==> src/rtl/wb_ctrl_scheduler.sv <==
// White-balance control sequencer: applies host config at a frame boundary (coefs R/G/B,
// then mode) and issues calibration strobes after a programmable number of frames.
module wb_ctrl_scheduler #(
   parameter int PX_WIDTH    = 10,
   parameter int FRACT_WIDTH = 10,
   parameter int CAL_FRAMES  = 2,
   parameter int SOF_TIMEOUT = 0
) (
   input  logic                            clk_i,
   input  logic                            rst_n_i,
   input  logic                            sof_i,
   input  logic                            cfg_stb_i,
   input  logic [1:0]                      cfg_mode_i,
   input  logic [PX_WIDTH+FRACT_WIDTH-1:0] cfg_r_coef_i,
   input  logic [PX_WIDTH+FRACT_WIDTH-1:0] cfg_g_coef_i,
   input  logic [PX_WIDTH+FRACT_WIDTH-1:0] cfg_b_coef_i,
   input  logic                            cal_req_i,
   output logic                            busy_o,
   output logic                            cal_done_o,
   output logic                            timeout_o,
   output logic [1:0]                      mode_o,
   output logic [1:0]                      man_sel_o,
   output logic [PX_WIDTH+FRACT_WIDTH-1:0] man_coef_o,
   output logic                            man_lock_o,
   output logic                            cal_stb_o,
   output logic [2:0]                      dbg_state_o
);
   // Handshake: all control inputs are single-cycle pulses sampled only in IDLE;
   // pulses arriving while busy_o=1 are dropped, never queued.
   localparam int COEF_WIDTH = PX_WIDTH + FRACT_WIDTH;
   localparam int CF_W       = $clog2(CAL_FRAMES + 1);
   localparam int TO_W       = (SOF_TIMEOUT > 0) ? $clog2(SOF_TIMEOUT + 1) : 1;
   localparam bit TO_EN      = (SOF_TIMEOUT > 0);
   localparam logic [CF_W-1:0] CF_LAST = CF_W'(CAL_FRAMES - 1);
   localparam logic [CF_W-1:0] CF_MAX  = CF_W'(CAL_FRAMES);
   localparam logic [TO_W-1:0] TO_LAST = TO_W'((SOF_TIMEOUT > 0) ? SOF_TIMEOUT - 1 : 0);
   localparam logic [TO_W-1:0] TO_MAX  = TO_W'(SOF_TIMEOUT);
   localparam logic [COEF_WIDTH-1:0] COEF_ONE = COEF_WIDTH'(1) << FRACT_WIDTH;

   typedef enum logic [2:0] {
      S_IDLE     = 3'd0,
      S_WAIT_SOF = 3'd1,
      S_LOAD_R   = 3'd2,
      S_LOAD_G   = 3'd3,
      S_LOAD_B   = 3'd4,
      S_CAL_WAIT = 3'd5,
      S_CAL_STB  = 3'd6
   } state_t;

   state_t                r_state, w_next;
   logic [1:0]            r_sh_mode;
   logic [COEF_WIDTH-1:0] r_sh_r, r_sh_g, r_sh_b;
   logic [CF_W-1:0]       r_frm_cnt;
   logic [TO_W-1:0]       r_to_cnt;
   logic                  r_busy, r_timeout, r_man_lock, r_cal_stb;
   logic [1:0]            r_mode, r_man_sel;
   logic [COEF_WIDTH-1:0] r_man_coef;
   logic                  w_cfg_acc, w_cal_acc, w_in_wait, w_to_hit;

   assign w_cfg_acc = (r_state == S_IDLE) && cfg_stb_i;
   assign w_cal_acc = (r_state == S_IDLE) && !cfg_stb_i && cal_req_i && (r_mode == 2'd3);
   assign w_in_wait = (r_state == S_WAIT_SOF) || (r_state == S_CAL_WAIT);
   // A sof_i in the same cycle as the last counted clock resets the wait, so it wins.
   assign w_to_hit  = TO_EN && w_in_wait && !sof_i && (r_to_cnt == TO_LAST);

   always_comb begin
      w_next = r_state;
      case (r_state)
         S_IDLE: begin
            if (w_cfg_acc)      w_next = S_WAIT_SOF;
            else if (w_cal_acc) w_next = S_CAL_WAIT;
         end
         S_WAIT_SOF: if (sof_i || w_to_hit) w_next = S_LOAD_R;
         S_LOAD_R:   w_next = S_LOAD_G;
         S_LOAD_G:   w_next = S_LOAD_B;
         S_LOAD_B:   w_next = S_IDLE;
         S_CAL_WAIT: begin
            if (w_to_hit)                              w_next = S_IDLE;
            else if (sof_i && (r_frm_cnt == CF_LAST))  w_next = S_CAL_STB;
         end
         S_CAL_STB:  w_next = S_IDLE;
         default:    w_next = S_IDLE;
      endcase
   end

   always_ff @(posedge clk_i or negedge rst_n_i) begin
      if (!rst_n_i) begin
         r_state    <= S_IDLE;
         r_sh_mode  <= 2'd0;
         r_sh_r     <= COEF_ONE;
         r_sh_g     <= COEF_ONE;
         r_sh_b     <= COEF_ONE;
         r_frm_cnt  <= '0;
         r_to_cnt   <= '0;
         r_busy     <= 1'b0;
         r_timeout  <= 1'b0;
         r_man_lock <= 1'b0;
         r_cal_stb  <= 1'b0;
         r_mode     <= 2'd0;
         r_man_sel  <= 2'd0;
         r_man_coef <= '0;
      end else begin
         r_state    <= w_next;
         r_busy     <= (w_next != S_IDLE);
         r_man_lock <= (w_next == S_LOAD_R) || (w_next == S_LOAD_G) || (w_next == S_LOAD_B);
         r_cal_stb  <= (w_next == S_CAL_STB);

         if (w_next == S_LOAD_R) begin
            r_man_sel  <= 2'd0;
            r_man_coef <= r_sh_r;
         end else if (w_next == S_LOAD_G) begin
            r_man_sel  <= 2'd1;
            r_man_coef <= r_sh_g;
         end else if (w_next == S_LOAD_B) begin
            r_man_sel  <= 2'd2;
            r_man_coef <= r_sh_b;
         end

         // Mode changes only after all three coefficients have been written.
         if (r_state == S_LOAD_B) r_mode <= r_sh_mode;

         if (w_cfg_acc) begin
            r_sh_mode <= cfg_mode_i;
            r_sh_r    <= cfg_r_coef_i;
            r_sh_g    <= cfg_g_coef_i;
            r_sh_b    <= cfg_b_coef_i;
         end

         if (w_cfg_acc || w_cal_acc) r_timeout <= 1'b0;
         else if (w_to_hit)          r_timeout <= 1'b1;

         if (w_cfg_acc || w_cal_acc)   r_to_cnt <= '0;
         else if (w_in_wait) begin
            if (sof_i)                 r_to_cnt <= '0;
            else if (r_to_cnt != TO_MAX) r_to_cnt <= r_to_cnt + 1'b1;
         end

         if (w_cal_acc) r_frm_cnt <= '0;
         else if ((r_state == S_CAL_WAIT) && sof_i && (r_frm_cnt != CF_MAX))
            r_frm_cnt <= r_frm_cnt + 1'b1;
      end
   end

   assign busy_o      = r_busy;
   assign cal_done_o  = r_cal_stb;
   assign cal_stb_o   = r_cal_stb;
   assign timeout_o   = r_timeout;
   assign mode_o      = r_mode;
   assign man_sel_o   = r_man_sel;
   assign man_coef_o  = r_man_coef;
   assign man_lock_o  = r_man_lock;
   assign dbg_state_o = r_state;

endmodule

==> config.mk <==
export PLATFORM = sky130hd
export DESIGN_NAME = wb_ctrl_scheduler
export DESIGN_NICKNAME = d
export VERILOG_FILES = /design/src/rtl/wb_ctrl_scheduler.sv
export SDC_FILE = /design/constraint.sdc
export NUM_CORES = 1
export LEC_CHECK = 0
export ABC_AREA = 1
export BUFFER_PORTS_ARGS = -buffer_cell sky130_fd_sc_hd__buf_2
export CORE_MARGIN = 2
export CORE_UTILIZATION = 45
export DETAILED_ROUTE_END_ITERATION = 8
export PLACE_DENSITY = 0.69
export SETUP_SLACK_MARGIN = 0.3
export SLEW_MARGIN = 10
export SYNTH_ARGS = -nofsm -noshare
export SYNTH_HDL_FRONTEND = slang
export SYNTH_SLANG_ARGS = --single-unit
==> constraint.sdc <==
create_clock -name clk_i -period 3.18 [get_ports clk_i]
set_input_delay 0.318 -clock clk_i [delete_from_list [all_inputs] [get_ports clk_i]]
set_output_delay 0.318 -clock clk_i [all_outputs]
set_load 0.05 [all_outputs]
[Word-level counts from Yosys, hierarchy flattened]
Cells that the tools add are included.
Cells by class
  eq/ne operators: 12
  add/sub/neg operators: 1
  multiplexer cells: 13
  reduce and logical (&&, ||, !) cells: 14
Operator list (count)
  2-to-1 mux 20 bit: 3
  one-hot mux 3 bit (5 select lines): 1
  == test 3 x 2 -> 1 bit (second input constant): 4
  == test 3 bit (second input constant): 4
  2-to-1 mux 3 bit: 4
  2-to-1 mux 2 bit: 5
  logical AND 1 bit: 7
  nonzero test 3 bit: 2
  == test 3 x 1 -> 1 bit (second input constant): 1
  logical NOT 3 bit: 1
  adder 2 x 1 -> 2 bit (second input constant): 1
  == test 2 x 1 -> 1 bit (second input constant): 1
  == test 2 bit (second input constant): 1
  logical OR 1 bit: 2
  != test 2 bit (second input constant): 1
  nonzero test 2 bit: 1
  logical NOT 1 bit: 1
Word-level totals
  word-level logic and storage cells: 52
  register bits after elaboration: 94
  output and inout bits: 32
  input port bits: 67

[Longest topological paths before layout]
Gate-level depths: netlist of run 1.
  depth after elaboration: 11
  depth in mapped cells: 11
  mapped depth without buffers: 10

[Worst setup path before layout of run 1]
No wires, ideal clock.
  kind: reg-to-reg
  start point: reg r_state[1] (netlist: dbg_state_o[1])
  end point: reg r_sh_g[1]
  stages on the path, launching flop included: 7
  clock period less this slack: 1.775 ns
  path buffers: 1
  slack: 1.405 ns
  required time: 3.055 ns
  arrival time: 1.651 ns
  library setup time: 0.125 ns
  cells stage by stage: dfrtp_1 inv_2 nand2_1 inv_2 nand2_2 buf_4 mux2_2
On the way
  word-level cells in the longest chain between the ends: 2
RTL lines
  from (decl): line 50  | state_t r_state, w_next;
  from (signal assigned): line 103  | r_state <= w_next;
  logical NOT 3 bit: line 60  | assign w_cfg_acc = (r_state == S_IDLE) && cfg_stb_i;
  logical AND 1 bit: line 60
  to (signal assigned): line 125  | r_sh_g <= cfg_g_coef_i;
  to (decl): line 52  | logic [COEF_WIDTH-1:0] r_sh_r, r_sh_g, r_sh_b;
Every way passes these cells.
A chain may end at the register's enable or synchronous reset.

[Worst setup path after layout of run 1]
  start point: reg r_state[0] (netlist: dbg_state_o[0])
  end point: reg r_man_coef[8] (netlist: man_coef_o[8])
On the way
  word-level cells in the longest chain between the ends: 10
  elaborated cells on any way between the ends: 20
  classes of those cells: eq/ne (7); mux (7); reduce/logical (6)
RTL lines
  logical NOT 3 bit: line 60, 61, 68
  logical AND 1 bit (3 in series): line 61  | assign w_cal_acc = (r_state == S_IDLE) && !cfg_stb_i && cal_req_i && (r_mode == 2'd3);
  2-to-1 mux 3 bit: line 71  | else if (w_cal_acc) w_next = S_CAL_WAIT;
  2-to-1 mux 3 bit: line 70  | if (w_cfg_acc) w_next = S_WAIT_SOF;
  one-hot mux 3 bit (5 select lines) (*): line 68  | case (r_state)
  == test 3 x 2 -> 1 bit: line 111  | end else if (w_next == S_LOAD_G) begin
  2-to-1 mux 20 bit: line 111
  2-to-1 mux 20 bit: line 108  | if (w_next == S_LOAD_R) begin
  to (signal assigned): line 110  | r_man_coef <= r_sh_r;
  to (signal assigned): line 113  | r_man_coef <= r_sh_g;
  to (signal assigned): line 116  | r_man_coef <= r_sh_b;
  to (decl): line 57  | logic [COEF_WIDTH-1:0] r_man_coef;
Every way passes the cells marked *; elsewhere a longest branch is shown, timed or not.

==> results of run 1 <==
-- logic make-up after synthesis --
kind of cell             after synthesis  synth area share
AND/OR/NAND/NOR                      133             0.147
multiplexers                          60             0.168
buffers and inverters                 33            0.0462
flip-flops                            94             0.584
other                                  1          0.000930
AO/OA/AOI/OAI                         31            0.0478
adder cells (fa/ha/maj)                2           0.00621
-- sequential cells by signal, indices dropped and copies added, names as in the netlist --
register     flops
busy_o           1
r_sh_g          20
mode_o           2
r_sh_b          20
man_coef_o      20
man_sel_o        2
r_sh_mode        2
cal_done_o       1
r_sh_r          20
man_lock_o       1
r_frm_cnt        2
dbg_state_o      3
-- routing by layer --
metal | routed length, µm | track usage | vias up
met2 | 4230 | 0.294 | 72
met3 | 377 | 0.0355 | 13
met1 | 3940 | 0.253 | 1407
met4 | 172 | 0.0759 | 0
li1 | - | - | 1383
met5 | 0 | 0 | -
-- layout make-up --
| class | count | share of cell area |
|---|---|---|
| Antenna cell | 1 | 0.000519 |
| Timing Repair Buffer | 104 | 0.113 |
| Multi-Input combinational cell | 227 | 0.309 |
| Clock inverter | 5 | 0.0221 |
| Tap cell | 108 | 0.0280 |
| Sequential cell | 94 | 0.489 |
| Clock buffer | 11 | 0.0293 |
| Inverter | 13 | 0.0101 |
-- path summary, 6_finish.rpt --
path | slack (ns) | depth (start not counted) | end | from
max | 0.67 | 9 | man_coef_o[8] | dbg_state_o[0]
max reg2reg | 0.67 | 9 | man_coef_o[8] | dbg_state_o[0]
min | 0.18 | 2 | r_sh_g[14] | cfg_g_coef_i[14]
min in group asynchronous | 0.46 | 2 | r_sh_b[15] | rst_n_i
min reg2reg | 0.50 | 1 | r_sh_g[2] | r_sh_g[2]
max in group asynchronous | 1.93 | 3 | r_sh_g[8] | rst_n_i
-- layout by cell type (no fill, tap or decap), types with 2 or more instances in the layout --
cell | netlist | final
o22ai_1 | 21 | 21
dfrtp_1 | 91 | 91
nor2_1 | 46 | 46
nand4_1 | 2 | 2
dfstp_2 | 3 | 3
nand3_1 | 27 | 27
buf_2 | 5 | 96
nor2_4 | 3 | 3
bufinv_16 | 0 | 3
o21ai_0 | 4 | 4
clkbuf_8 | 0 | 10
inv_1 | 10 | 10
ha_1 | 2 | 2
nand2_1 | 49 | 49
mux2_1 | 10 | 10
buf_4 | 9 | 7
mux2_2 | 50 | 50
inv_2 | 3 | 3
nand2_2 | 4 | 4
a21oi_1 | 4 | 4
-- report_power, final --
| part | leakage [nW] | internal (mW) | switching [mW] | total (mW) |
|---|---|---|---|---|
| sequential | 1.12 | 1.82 | 0.354 | 2.18 |
| clock | 0.120 | 0.546 | 0.400 | 0.946 |
| combinational | 1.16 | 0.906 | 1.69 | 2.59 |
-- through the flow --
| stage | worst slack, ns | instance area (µm²) | hold WS [ns] | utilization | cells |
|---|---|---|---|---|---|
| after global placement | 0.802 | 4560 | 0.305 | 0.523 | 545 |
| after global routing | 0.423 | 4820 | 0.158 | 0.553 | 563 |
| after detailed placement | 0.687 | 4560 | 0.311 | 0.523 | 545 |
| after CTS | 0.671 | 4820 | 0.163 | 0.553 | 562 |
| after floorplan | 1.40 | 4030 | 0.0224 | - | 354 |
| final | 0.667 | 4820 | 0.176 | 0.553 | 563 |
==> impl_metrics.env, run 1 <==
export IMPL_coreArea_um2=8720
export IMPL_fin_crit_ns=2.51
export IMPL_drcViolationCount=0
export IMPL_hold_class="in -> reg"
export IMPL_cts_buffer_depth=2
export IMPL_yosysSeqAreaShare=0.584
export IMPL_cts_sinks=94
export IMPL_drtAntennaViolNets=0
export IMPL_clk_pin_slew_worst_paths_ns=0.09
export IMPL_crit_buf_inv=3
export IMPL_cts_hold_buf=1
export IMPL_yosysWarningCount=0
export IMPL_syn_instance_count=354
export IMPL_track_usage=0.185
export IMPL_crit_type="reg -> reg"
export IMPL_synthTopCellsByArea="dfrtp_1, mux2_2, nand2_1"
export IMPL_cts_max_level=3
export IMPL_async_flop_share=1.00
export IMPL_via_per_inst=5.11
export IMPL_setup_viol=0
export IMPL_synthesis_area_um2=4030
export IMPL_path_common_cell="nand2_1"
export IMPL_final_max_slew_viol_count=0
export IMPL_wl_per_cell_um=15.5
export IMPL_drt_iter0_markers=114
export IMPL_clk_latency_ns=0.35
export IMPL_gr_total_overflow=0
export IMPL_synth_seq_cells=94
export IMPL_layout_nets=518
export IMPL_synth_cell_types=25
export IMPL_drive_gt1_frac=0.405
export IMPL_multiInputGateArea_um2=1490
export IMPL_dp_final_hpwl_um=6490
export IMPL_grt_max_degree=39
export IMPL_cts_made_buffers=9
export IMPL_total_power_mw=5.72
export IMPL_antenna_found_initial=1
export IMPL_num_vias=2875
export IMPL_grt_pass1_wl_um=14000
export IMPL_yosys_area_top_type="dfrtp_1"
export IMPL_postRouteWirelength_um=8720
export IMPL_io_pins=99
export IMPL_n_fill_cell=750
export IMPL_power_density_nw_per_um2=1190
export IMPL_rows=34
export IMPL_start_kind="flip-flop"
export IMPL_die_h_um=98.7
export IMPL_fin_worst_skew_ns=0.0106
export IMPL_syn_area_per_cell_um2=11.4
export IMPL_tightest_slew_ns=0.673
export IMPL_power_static_leakage_nw=2.40
export IMPL_vdd_drop_max_mv=0.405
export IMPL_gp_congestion=0.849
export IMPL_crit_fanout=23
export IMPL_status="finished, final reports clean"
export IMPL_period_share=0.790
export IMPL_synth_nets=423
export IMPL_drtPass1Iterations=4
export IMPL_dieArea_um2=9730
export IMPL_max_freq_mhz=398
export IMPL_grt_pass1_vias=2827
export IMPL_dominantRegCellSynth="dfrtp_1"
export IMPL_cts_root_buf="clkbuf_8"
export IMPL_final_hold_viol_count=0
export IMPL_synth_edf_count=0
export IMPL_rsz0062_at_grt="no"
export IMPL_max_slew_margin_rel=0.551
export IMPL_cts_tree="built"
export IMPL_crit_chain="inv_2, nor2_4, nand3_1, buf_4, nand2_2, inv_1, nand2_4, nand2_1, nand2_1"
export IMPL_register_area_um2=2360
export IMPL_initial_utilization=0.462
export IMPL_synth_commonest_cells="dfrtp_1, mux2_2, nand2_1"
export IMPL_port_buffers=97
export IMPL_critPathSlowestCell="inv_1"
export IMPL_dieWidth_um=98.7
export IMPL_cts_resized=0
export IMPL_cp_end_kind="flip-flop"
export IMPL_synth_top_cell_area_share=0.565
export IMPL_synth_most_common_cell="dfrtp_1"
export IMPL_max_stage_delay_ns=0.63
export IMPL_synthToLayoutAreaGrowth_pct=19.6
export IMPL_crit_arrival_ns=2.74
export IMPL_crit_required_ns=3.41
export IMPL_setup_tns_final_ns=0
export IMPL_cts_setup_buffers=0
export IMPL_crit_family="buffers and inverters"
export IMPL_max_cap_violations=0
Power figures use the tool's default switching activity.
==> run 2, diff against run 1 <==
Settings changed: PLACE_DENSITY 0.69 to 0.72.
Clock period 3.18 ns to 2.17 ns, I/O delays scaled along.
==> run 2 against run 1 <==
Compared with the run above:
- utilization grew 0.29 points
- global-route usage grew 0.19 points
- critical path depth shrank 2
- hold slack lost 0.093 ns
- largest cell class unchanged
- cell count grew 0.71%
- largest power group unchanged
==> impl_metrics.env, run 2 (same netlist as run 1, synthesis figures left out) <==
export IMPL_status="finished, final reports clean"
export IMPL_max_stage_delay_ns=0.44
export IMPL_initial_utilization=0.462
export IMPL_final_max_slew_viol_count=0
export IMPL_crit_required_ns=2.41
export IMPL_hold_class="in -> reg"
export IMPL_gr_total_overflow=0
export IMPL_crit_fanout=11
export IMPL_path_common_cell="nand3_1"
export IMPL_final_common_cell="buf_2"
export IMPL_clk_pin_slew_worst_paths_ns=0.09
export IMPL_cts_made_buffers=9
export IMPL_num_vias=2955
export IMPL_rsz0062_at_grt="no"
export IMPL_drtPass1Iterations=4
export IMPL_critPathSlowestCell="dfrtp_1"
export IMPL_port_buffers=97
export IMPL_cp_end_kind="flip-flop"
export IMPL_cts_sinks=94
export IMPL_n_fill_cell=748
export IMPL_grt_pass1_wl_um=14500
export IMPL_max_slew_margin_rel=0.580
export IMPL_via_per_inst=5.21
export IMPL_die_h_um=98.7
export IMPL_antenna_found_initial=1
export IMPL_crit_arrival_ns=2.01
export IMPL_max_cap_violations=0
export IMPL_layout_common_cells="buf_2, dfrtp_1, mux2_2"
export IMPL_crit_chain="inv_2, nor2_4, nand3_1, nand2_2, clkinvlp_2, nand3_1, nand2_1"
export IMPL_drtAntennaViolNets=0
export IMPL_tightest_slew_ns=0.629
export IMPL_power_density_nw_per_um2=1720
export IMPL_dieArea_um2=9730
export IMPL_start_kind="flip-flop"
export IMPL_cts_root_buf="clkbuf_8"
export IMPL_synthToLayoutAreaGrowth_pct=20.2
export IMPL_drcViolationCount=0
export IMPL_grt_pass1_vias=3010
export IMPL_cts_tree="built"
export IMPL_layout_nets=523
export IMPL_final_util=0.556
export IMPL_dieWidth_um=98.7
export IMPL_dp_final_hpwl_um=6330
export IMPL_power_static_leakage_nw=2.40
export IMPL_drive_gt1_frac=0.415
export IMPL_gp_congestion=0.770
export IMPL_vdd_drop_max_mv=0.563
export IMPL_cts_buffer_depth=2
export IMPL_crit_type="reg -> reg"
export IMPL_fin_worst_skew_ns=0.00935
export IMPL_period_share=0.816
export IMPL_grt_max_degree=65
export IMPL_track_usage=0.187
export IMPL_fin_crit_ns=1.77
export IMPL_postRouteWirelength_um=9120
export IMPL_coreArea_um2=8720
export IMPL_rows=34
export IMPL_cts_max_level=3
export IMPL_clk_latency_ns=0.35
export IMPL_final_hold_viol_count=0
export IMPL_wl_per_cell_um=16.1
export IMPL_io_pins=99
export IMPL_drt_iter0_markers=117
export IMPL_max_freq_mhz=565
export IMPL_setup_tns_final_ns=0
export IMPL_setup_viol=0
run 2: power breakdown:
part	internal [mW]	switching, mW	leakage (nW)
Combinational	1.40	2.65	1.19
Clock	0.524	0.595	0.0911
Sequential	2.67	0.480	1.12
run 2: critical path, delay by kind of cell, from the launching register on:
| family | cells | cell delay (ns) |
|---|---|---|
| buffers and inverters | 2 | 0.48 |
| DFF | 1 | 0.44 |
| and+or+nand+nor | 5 | 0.73 |
run 2: final cells by class:
cell class	count	area, µm²	area share
Timing Repair Buffer	105	579	0.120
Timing Repair inverter	1	5.00	0.00103
Clock buffer	9	124	0.0256
Clock inverter	6	63.8	0.0132
Antenna cell	1	2.50	0.000516
Inverter	13	52.6	0.0108
Multi-Input combinational cell	230	1530	0.315
Tap cell	108	135	0.0279
Sequential cell	94	2360	0.486
run 2: metal layers:
| metal | vias up | track usage | part of all wire |
|---|---|---|---|
| met5 | - | 0 | 0 |
| met4 | 0 | 0.0854 | 0.028 |
| met3 | 16 | 0.0262 | 0.042 |
| met2 | 92 | 0.305 | 0.50 |
| met1 | 1453 | 0.250 | 0.43 |
| li1 | 1394 | - | - |
run 2: metrics by stage:
stage / setup WS [ns] / std cells / cell area [µm²] / hold WS [ns] / total power, mW
3_5_place_dp: 0.299 / 546 / 4590 / 0.279 / 7.06
5_1_grt: 0.274 / 567 / 4850 / 0.0789 / 8.86
3_3_place_gp: 0.418 / 546 / 4590 / 0.274 / 6.91
2_1_floorplan: 0.395 / 354 / 4030 / -0.0786 / 6.20
6_report: 0.399 / 567 / 4850 / 0.0823 / 8.32
4_1_cts: 0.317 / 562 / 4800 / 0.0732 / 8.22
run 2: repair_timing:
action | in CTS | in global routing
pin swaps | 0 | 2
hold buffers | 1 | 0
gates cloned | 0 | 4
hold endpoints to repair | 43 | 0
resized for setup | 2 | 1
buffers inserted | 0 | 0
setup endpoints to repair | 19 | 20
run 2: path summary, 6_finish.rpt:
check / startpoint / endpoint / slack (ns) / cells after the start
max reg2reg: dbg_state_o[0] / man_coef_o[1] / 0.40 / 7
min in group asynchronous: rst_n_i / r_sh_r[13] / 0.42 / 2
min reg2reg: r_sh_g[2] / r_sh_g[2] / 0.51 / 1
max in group asynchronous: rst_n_i / cal_done_o / 1.12 / 3
max: dbg_state_o[0] / man_coef_o[1] / 0.40 / 7
min: cfg_b_coef_i[15] / r_sh_b[15] / 0.08 / 2
==> run 3, diff against run 2 <==
Clock period 2.17 ns to 1.5 ns, I/O delays scaled along.
==> run 3 against run 2 <==
Compared with the run above:
- the run now ends with setup timing left
- final area is 19% higher
- sequential power is 50% higher
- hold slack worse by 0.059 ns
- combinational power is 96% higher
- cell count is 5.5% higher
- maximum frequency is 12% higher
- utilization is 10 points higher
- power is 74% higher
- die area stayed put
- routed wire length is 12% higher
- critical endpoint unchanged
==> impl_metrics.env, run 3 (same netlist as run 1, synthesis figures left out) <==
export IMPL_swShare=0.417
export IMPL_p_clk_frac=0.124
export IMPL_crit_buf_inv=1
export IMPL_status="finished with violations"
export IMPL_antennaDiodeCount=0
export IMPL_antenna_found_initial=0
export IMPL_cts_buffer_depth=2
export IMPL_drive_gt1_frac=0.576
export IMPL_final_util=0.660
export IMPL_synthToLayoutAreaGrowth_pct=42.7
export IMPL_die_h_um=98.7
export IMPL_fin_worst_skew_ns=0.00987
export IMPL_power_static_leakage_nw=2.91
export IMPL_grt_pass1_wl_um=16000
export IMPL_hold_class="in -> reg"
export IMPL_cts_made_buffers=9
export IMPL_start_kind="flip-flop"
export IMPL_internal_power_mw=8.44
export IMPL_max_freq_mhz=635
export IMPL_placed_cell_area_um2=4770
export IMPL_seqPwrFrac=0.327
export IMPL_postRouteWirelength_um=10200
export IMPL_cp_end_kind="flip-flop"
export IMPL_crit_chain="inv_2, nor2_4, nand2_2, a21oi_4, nor2_4, nand3_4, nand2_8, nand2_1, nand2_1"
export IMPL_crit_family="simple AND/OR/NAND/NOR gates"
export IMPL_crit_fanout=21
export IMPL_fin_crit_ns=1.57
export IMPL_initial_utilization=0.462
export IMPL_cts_root_buf="clkbuf_8"
export IMPL_max_stage_delay_ns=0.42
export IMPL_p_comb_frac=0.549
export IMPL_vdd_drop_max_mv=1.02
export IMPL_drt_iter0_markers=122
export IMPL_drtPass1Iterations=4
export IMPL_coreArea_um2=8720
export IMPL_final_hold_viol_count=0
export IMPL_dieArea_um2=9730
export IMPL_drcViolationCount=0
export IMPL_crit_type="reg -> reg"
export IMPL_critPathSlowestCell="dfrtp_2"
export IMPL_crit_required_ns=1.74
export IMPL_cts_tree="built"
export IMPL_clk_pin_slew_worst_paths_ns=0.08
export IMPL_gr_total_overflow=0
export IMPL_dieWidth_um=98.7
export IMPL_rows=34
export IMPL_final_max_slew_viol_count=0
export IMPL_cts_max_level=3
export IMPL_layout_common_cells="buf_2, dfrtp_1, nand2_1"
export IMPL_max_cap_violations=0
export IMPL_violations="setup timing"
export IMPL_gp_congestion=0.820
export IMPL_track_usage=0.207
export IMPL_layout_nets=554
export IMPL_n_fill_cell=636
export IMPL_switching_power_mw=6.03
export IMPL_rsz0062_at_grt="yes"
export IMPL_crit_arrival_ns=1.82
export IMPL_io_pins=99
export IMPL_clk_latency_ns=0.35
export IMPL_period_share=1.05
export IMPL_wl_per_cell_um=17.1
export IMPL_final_common_cell="buf_2"
export IMPL_port_buffers=97
export IMPL_grt_pass1_vias=3203
export IMPL_num_vias=3119
export IMPL_power_density_nw_per_um2=2510
export IMPL_cts_sinks=94
export IMPL_drtAntennaViolNets=0
export IMPL_via_per_inst=5.22
export IMPL_setup_viol=40
export IMPL_grt_max_degree=33
export IMPL_dp_final_hpwl_um=6590
export IMPL_design_area_um2=5750
export IMPL_finalWorstSetupSlack_ns=-0.0747
## run 3: cell count changes in the layout (fill, tap and decap cells not counted), moves of 6 or more
cell,change
buf_6,+10
mux2_2,-26
mux2_1,-10
buf_2,-7
buf_4,+15
mux2_4,+36
nand3_1,-23
nand3_2,+20
o22ai_1,-6
nand2_1,-6
o22ai_2,+6
## run 3: cell type report
cell class	count	area, µm²	area share
repair buffers	139	1070	0.187
multi-input cells	228	1910	0.331
well taps	108	135	0.0235
inverters	13	58.8	0.0102
flip-flops and latches	94	2360	0.411
clock inverters	4	70.1	0.0122
clock buffers	12	145	0.0252
## run 3: repair_timing
item / 4_1_cts / 5_1_grt
setup endpoints to repair: 93 / 97
buffers inserted: 6 / 5
cloned: 5 / 5
endpoints found under the hold margin: 22 / 0
resized for setup: 88 / 32
pin swaps: 13 / 8
hold buffers: 1 / 0
## run 3: per-layer routing
| layer | up-vias | routed length (µm) | share of wire | track usage |
|---|---|---|---|---|
| met5 | - | 0 | 0 | 0 |
| met1 | 1562 | 4470 | 0.44 | 0.278 |
| met2 | 83 | 5230 | 0.51 | 0.344 |
| met4 | 0 | 148 | 0.014 | 0.0759 |
| li1 | 1461 | - | - | - |
| met3 | 13 | 376 | 0.037 | 0.0305 |
## run 3: metrics by stage
step	hold slack, ns	power (mW)	std cells	worst slack, ns	setup TNS, ns
after CTS	0.0101	13.8	588	-0.0258	-0.520
after global placement	0.0767	10.3	560	-0.0486	-0.549
after global routing	0.0132	15.3	598	-0.149	-5.05
after detailed placement	0.0817	10.6	560	-0.0951	-1.75
after floorplan	-0.146	9.08	354	-0.0396	-1.05
final	0.0229	14.5	598	-0.0747	-1.34
## run 3: path summary, 6_finish.rpt
| kind | start | endpoint | slack [ns] | cells after the start |
|---|---|---|---|---|
| max in group asynchronous | rst_n_i | cal_done_o | 0.67 | 3 |
| setup reg to reg | dbg_state_o[0] | man_coef_o[1] | -0.07 | 9 |
| hold / removal | cfg_b_coef_i[3] | r_sh_b[3] | 0.02 | 2 |
| min in group asynchronous | rst_n_i | man_coef_o[13] | 0.24 | 2 |
| hold reg to reg | r_sh_r[11] | r_sh_r[11] | 0.51 | 1 |
| setup / recovery | dbg_state_o[0] | man_coef_o[1] | -0.07 | 9 |
## run 3: worst register-to-register path: stages, from the launching register on
cell and delay (ns):
dfrtp_2 0.42, inv_2 0.07, nor2_4 0.18, nand2_2 0.10, a21oi_4 0.18, nor2_4 0.07
nand3_4 0.16, nand2_8 0.13, nand2_1 0.11, nand2_1 0.05
## run 3: power groups by stage
stage                     Combinational (mW)  Sequential, mW  Clock, mW
after floorplan                         3.32            5.75          0
after CTS                               7.32            4.68       1.83
after detailed placement                5.96            4.64          0
final                                   7.94            4.74       1.79
after global routing                    8.52            4.87       1.93
after global placement                  5.78            4.56          0
